### config.mk
export PLATFORM = sky130hd
export DESIGN_NAME = program_memory_loader
export DESIGN_NICKNAME = d
export VERILOG_FILES = /design/src/rtl/program_memory_loader.sv
export SDC_FILE = /design/constraint.sdc
export NUM_CORES = 1
export LEC_CHECK = 0
export ABC_AREA = 1
export BUFFER_PORTS_ARGS = -buffer_cell sky130_fd_sc_hd__buf_4
export CORE_MARGIN = 3
export CORE_UTILIZATION = 35
export CTS_CLUSTER_SIZE = 20
export DETAILED_ROUTE_END_ITERATION = 6
export GPL_TIMING_DRIVEN = 0
export PLACE_DENSITY = 0.54
export SYNTH_ARGS = -nofsm -noshare
export SYNTH_HDL_FRONTEND = slang
export SYNTH_SLANG_ARGS = --single-unit
### constraint.sdc
create_clock -name clk -period 3.4 [get_ports clk]
set_input_delay 0.34 -clock clk [delete_from_list [all_inputs] [get_ports clk]]
set_output_delay 0.34 -clock clk [all_outputs]
set_load 0.02 [all_outputs]
### src/rtl/program_memory_loader.sv
// Byte-stream program loader: packs big-endian bytes into words and writes program memory.
// Optional trailing XOR checksum byte enabled by PROGRAM_LOADER_CHECKSUM_EN.
module program_memory_loader #(
  parameter int          MEMORY_DEPTH = 32,
  parameter logic [31:0] BASE_ADDRESS = 32'h0040_0000,
  localparam int         CW = $clog2(MEMORY_DEPTH) + 1
) (
  input  logic          clk,
  input  logic          reset,
  input  logic          start_i,
  input  logic          byte_valid_i,
  input  logic [7:0]    byte_data_i,
  input  logic          byte_last_i,
  output logic          byte_ready_o,
  output logic          mem_write_o,
  output logic [31:0]   mem_address_o,
  output logic [31:0]   mem_data_o,
  output logic          cpu_hold_o,
  output logic          load_done_o,
  output logic [CW-1:0] word_count_o,
  output logic          overflow_error_o,
  output logic          checksum_error_o
);

  typedef enum logic [1:0] {
    IDLE,
    LOAD,
    WRITE,
    DONE
  } state_t;

  state_t        state_q, state_d;
  logic [31:0]   shift_q, shift_d;
  logic [1:0]    bcnt_q, bcnt_d;
  logic [CW-1:0] wcnt_q, wcnt_d;
  logic          last_q, last_d;
  logic [31:0]   addr_q, addr_d;
  logic [31:0]   data_q, data_d;
  logic          hold_q, hold_d;
  logic          ovf_q, ovf_d;
  logic          chk_q, chk_d;
  logic [31:0]   word_v;
  logic          accept;
  logic          full;
`ifdef PROGRAM_LOADER_CHECKSUM_EN
  logic [7:0]    xor_q, xor_d;
  logic          sum_bad;
`endif

  assign accept = byte_valid_i && (state_q == LOAD);
  assign full   = (wcnt_q == CW'(MEMORY_DEPTH));
  assign word_v = shift_q | ({byte_data_i, 24'h0} >> {bcnt_q, 3'b000});
`ifdef PROGRAM_LOADER_CHECKSUM_EN
  assign sum_bad = (byte_data_i != xor_q);
`endif

  always_comb begin
    state_d = state_q;
    shift_d = shift_q;
    bcnt_d  = bcnt_q;
    wcnt_d  = wcnt_q;
    last_d  = last_q;
    addr_d  = addr_q;
    data_d  = data_q;
    hold_d  = hold_q;
    ovf_d   = ovf_q;
    chk_d   = chk_q;
`ifdef PROGRAM_LOADER_CHECKSUM_EN
    xor_d   = xor_q;
`endif
    unique case (state_q)
      IDLE, DONE: begin
        if (start_i) begin
          state_d = LOAD;
          shift_d = '0;
          bcnt_d  = '0;
          wcnt_d  = '0;
          last_d  = 1'b0;
          hold_d  = 1'b1;
          ovf_d   = 1'b0;
          chk_d   = 1'b0;
`ifdef PROGRAM_LOADER_CHECKSUM_EN
          xor_d   = '0;
`endif
        end
      end
      LOAD: begin
        if (accept) begin
          if (full) begin
            // memory exhausted: drop the byte, still honour end of image
            ovf_d = 1'b1;
            if (byte_last_i) begin
              state_d = DONE;
              hold_d  = 1'b0;
            end
`ifdef PROGRAM_LOADER_CHECKSUM_EN
          end else if (byte_last_i) begin
            chk_d  = sum_bad;
            hold_d = sum_bad;
            if (bcnt_q == 2'd0) begin
              state_d = DONE;
            end else begin
              state_d = WRITE;
              addr_d  = BASE_ADDRESS + (32'(wcnt_q) << 2);
              data_d  = shift_q;
              shift_d = '0;
              bcnt_d  = '0;
              last_d  = 1'b1;
            end
`endif
          end else begin
`ifdef PROGRAM_LOADER_CHECKSUM_EN
            xor_d = xor_q ^ byte_data_i;
`endif
            if (bcnt_q == 2'd3 || byte_last_i) begin
              state_d = WRITE;
              addr_d  = BASE_ADDRESS + (32'(wcnt_q) << 2);
              data_d  = word_v;
              shift_d = '0;
              bcnt_d  = '0;
              last_d  = byte_last_i;
            end else begin
              shift_d = word_v;
              bcnt_d  = bcnt_q + 2'd1;
            end
          end
        end
      end
      WRITE: begin
        wcnt_d = wcnt_q + CW'(1);
        if (last_q) begin
          state_d = DONE;
          hold_d  = chk_q;
        end else begin
          state_d = LOAD;
        end
      end
      default: state_d = IDLE;
    endcase
  end

  always_ff @(posedge clk or negedge reset) begin
    if (!reset) begin
      state_q <= IDLE;
      shift_q <= '0;
      bcnt_q  <= '0;
      wcnt_q  <= '0;
      last_q  <= 1'b0;
      addr_q  <= '0;
      data_q  <= '0;
      hold_q  <= 1'b1;
      ovf_q   <= 1'b0;
      chk_q   <= 1'b0;
    end else begin
      state_q <= state_d;
      shift_q <= shift_d;
      bcnt_q  <= bcnt_d;
      wcnt_q  <= wcnt_d;
      last_q  <= last_d;
      addr_q  <= addr_d;
      data_q  <= data_d;
      hold_q  <= hold_d;
      ovf_q   <= ovf_d;
      chk_q   <= chk_d;
    end
  end

`ifdef PROGRAM_LOADER_CHECKSUM_EN
  always_ff @(posedge clk or negedge reset) begin
    if (!reset) xor_q <= '0;
    else        xor_q <= xor_d;
  end
  assign checksum_error_o = chk_q;
`else
  assign checksum_error_o = 1'b0;
`endif

  assign byte_ready_o     = (state_q == LOAD);
  assign mem_write_o      = (state_q == WRITE);
  assign load_done_o      = (state_q == DONE);
  assign mem_address_o    = addr_q;
  assign mem_data_o       = data_q;
  assign cpu_hold_o       = hold_q;
  assign word_count_o     = wcnt_q;
  assign overflow_error_o = ovf_q;

endmodule

==> summary.txt <==
Run status
  – Outcome: complete, no violations

Yosys
  – Largest cells by area after synthesis: dfrtp_1 (48%), nand2_1 (15%), nand3_1 (11%)
  – Synth Area in Adders: 1.75%
  – Unique masters post-synth: 27
  – Post-Synthesis Cells: about 530
  – Share of the synthesized area in the top cell type: between 40% and 50%
  – Simple-gate share of the synthesized area: between 20% and 30%
  – Synthesis Warnings: 0
  – Synthesized flop and latch total: 84
  – XOR/XNOR share of the synthesized area: 0.204%
  – Mapped Area: 4290 um2
  – Compound-cell area share of the yosys netlist: ~7.8%
  – Avg Cell Area, Syn: a little over 8 um2
  – Cell taking the most area after synthesis: dfrtp_1
  – Post-synthesis sequential area ratio: between 40% and 50%
  – Main combinational cell family by area after synthesis: simple AND/OR/NAND/NOR gates
  – Multiplexer share of the synthesized area: 0%

Route
  – DRC violation total after the first TritonRoute iteration: 195
  – DRC viols: 0
  – Drt total wl: 11,200 um
  – Initial DRT Pass Iterations: 5
  – Vias per Instance: 4.76
  – Antenna viol nets, final: 0
  – Routed via count: 3,697
  – Drt wl/cell: about 14 um

Setup path
  – Setup crit start: state_q[1]
  – R2R depth: 7
  – Critical-path maximum fanout: 10
  – Crit Path Class: reg -> reg
  – Worst setup EP type: register
  – Reg2reg start: state_q[1]
  – Slowest CP cell: dfrtp_1
  – Worst path cell trace: inv_1, ha_1, buf_2, nand4_2, nand2_2, clkbuf_1, o21ai_0
  – Crit path DAT: between 2 and 2.5 ns
  – Startpoint types: register
  – Crit-path max cell delay: approximately 0.42 ns
  – Worst Path Required: 3.60 ns

Floorplan
  – Die X: roughly 120 um
  – FP Rows: 39
  – Die Span Y: between 100 and 150 um
  – Die area: 13,600 um2
  – Core region area: approximately 12,000 um2
  – Initial core utilization: approximately 37%
  – I/O Pins: just under 90

STA
  – Fin crit share: ~58%
  – Rel. slew slack: 27.0%
  – Setup tns final: 0 ns
  – Unrepaired setup endpoints after global routing: no
  – Max-slew violation count: 0
  – Tmin final: slightly below 2 ns
  – Final setup vio count: 0
  – Slew @ Worst Pin: ~1.1 ns
  – Hold WS: 0.196 ns
  – Final critical-path setup slack: 1.43 ns
  – Setup Skew: approximately 0.010 ns
  – Fmax: just over 0.5 GHz
  – Fin. Hold Viols: 0

GRT
  – Initial antenna violation count: 0
  – Total overflow reported by the global router: 0
  – First-pass GRT wire length: between 15,000 and 20,000 um
  – Vias in the first global route: about 3,500
  – Largest net degree at the start of global routing: 85
  – Total track usage: 17.4%

Final layout
  – Non-filler instance count after layout: around 780
  – Post-Layout Inst Area: 5330 um2
  – Layout cells sized above 1: 21.6%
  – Multi-input logic area: roughly 1800 um2
  – Nets: ~650
  – N_diodes: 0
  – Area Overhead vs Synth: 24.3%
  – Reg area: roughly 2100 um2
  – Fillers: 1,208
  – Finished Core Util: 45.5%

Clocking
  – CTS Hold Bufs: 0
  – Clock Latency Late Sink: 0.35 ns
  – Clock-pin slew on the worst setup and hold paths: about 0.06 ns
  – TritonCTS Sinks: 84
  – TritonCTS clock tree: built
  – Buffers inserted by post-CTS timing repair: 0
  – Max H-tree Level: 3
  – Root Buffer: clkbuf_16
  – Clock tree buffer depth: 2
  – Post-CTS sizing: 0
  – Total CTS buffers: 9

Place
  – Placed cell areas: roughly 5000 um2
  – GPL Wtd Cong: approximately 0.9
  – Setup WS pre-CTS: 1.41 ns
  – Dpl hpwl: 7980 um
  – Input/output buffers: a little over 60
  – Dpl cells: ~760

Power and ir drop
  – Leak: between 2 and 3 nW
  – Peak VDD IR: 0.349 mV
  – Total power draw: 4.23 mW
  – Total power per unit cell area: roughly 800 nW/um2

Flow run
  – Max Cap Viol: 0

Min path
  – Worst hold path class: in -> async
## kinds of logic after synthesis
kind of cell | count (synthesis)
and+or+nand+nor | 285
buffers and inverters | 95
DFF | 84
AOI/OAI and AO/OA | 59
adders and majority gates | 6
xor gates and xnor gates | 1
other | 1
## worst max-delay path: cells and delay by family, from the launching register on
family	cells	cell delay (ns)
simple gates	2	0.36
buf+inv	3	0.71
compound gates	1	0.14
fa+ha+maj	1	0.21
flops	1	0.42
## layout by cell type (no fill, tap or decap), types with 2 or more instances in the layout
cell type | synthesis | routed
clkbuf_8 | 0 | 2
o21bai_1 | 16 | 16
nor2_1 | 8 | 8
clkbuf_1 | 11 | 12
clkbuf_16 | 0 | 9
conb_1 | 1 | 26
inv_1 | 34 | 34
clkinv_2 | 0 | 2
o21ai_1 | 6 | 6
nand2_2 | 5 | 5
nand4_1 | 2 | 2
nand3_1 | 96 | 96
buf_4 | 30 | 92
inv_2 | 2 | 2
dfrtp_1 | 83 | 83
nor2_2 | 3 | 3
buf_2 | 10 | 10
ha_1 | 6 | 6
a21oi_1 | 2 | 2
buf_6 | 6 | 6
o21ai_0 | 35 | 35
nand2_1 | 167 | 167
## registers in the layout, indices dropped and copies added (netlist names)
name and count:
cpu_hold_o 1, mem_address_o 7, word_count_o 6, mem_data_o 32
bcnt_q 2, shift_q 32, last_q 1, overflow_error_o 1
state_q 2
## final cells by class
class	count	share of cell area (%)
well taps	143	3.35
plain buffers	58	7.27
clock inverters	4	0.891
multi-input cells	377	32.9
repair buffers	62	8.73
clock buffers	12	4.81
inverters	37	2.60
flip-flops and latches	84	39.4
## layer usage
| metal | share of wire [%] | global-route usage [%] |
|---|---|---|
| met2 | 45 | 25.3 |
| met4 | 1.6 | 5.28 |
| met1 | 49 | 25.9 |
| met3 | 4.6 | 3.73 |
| met5 | 0 | 0 |
## cells in the mapped netlist, drive strengths merged
library cell  instances
dfrtp                83
nor3                  1
ha                    6
clkinv                1
nand3                97
o21ai                41
nand4                 3
nor2                 12
dfstp                 1
clkbuf               11
buf                  47
conb                  1
xor2                  1
inv                  36
nand2               172
o21bai               16
a21oi                 2
## power by group
group	leakage (nW)	switching, mW	internal [mW]	total (mW)
clock	0.149	0.406	0.607	1.01
combinational	1.51	1.24	0.621	1.86
sequential	1.14	0.136	1.22	1.36
total	2.80	1.78	2.45	4.23
## worst paths after layout
| check | endpoint | slack, ns |
|---|---|---|
| worst max-delay path | shift_q[26] | 1.43 |
| worst min-delay path | mem_data_o[4] | 0.20 |
| worst max register to register | shift_q[26] | 1.43 |
| worst min register to register | mem_address_o[22] | 0.46 |
| max in group asynchronous | mem_data_o[15] | 2.50 |
| min in group clk | last_q | 0.28 |
No activity file was read; power rests on OpenSTA's default activity.
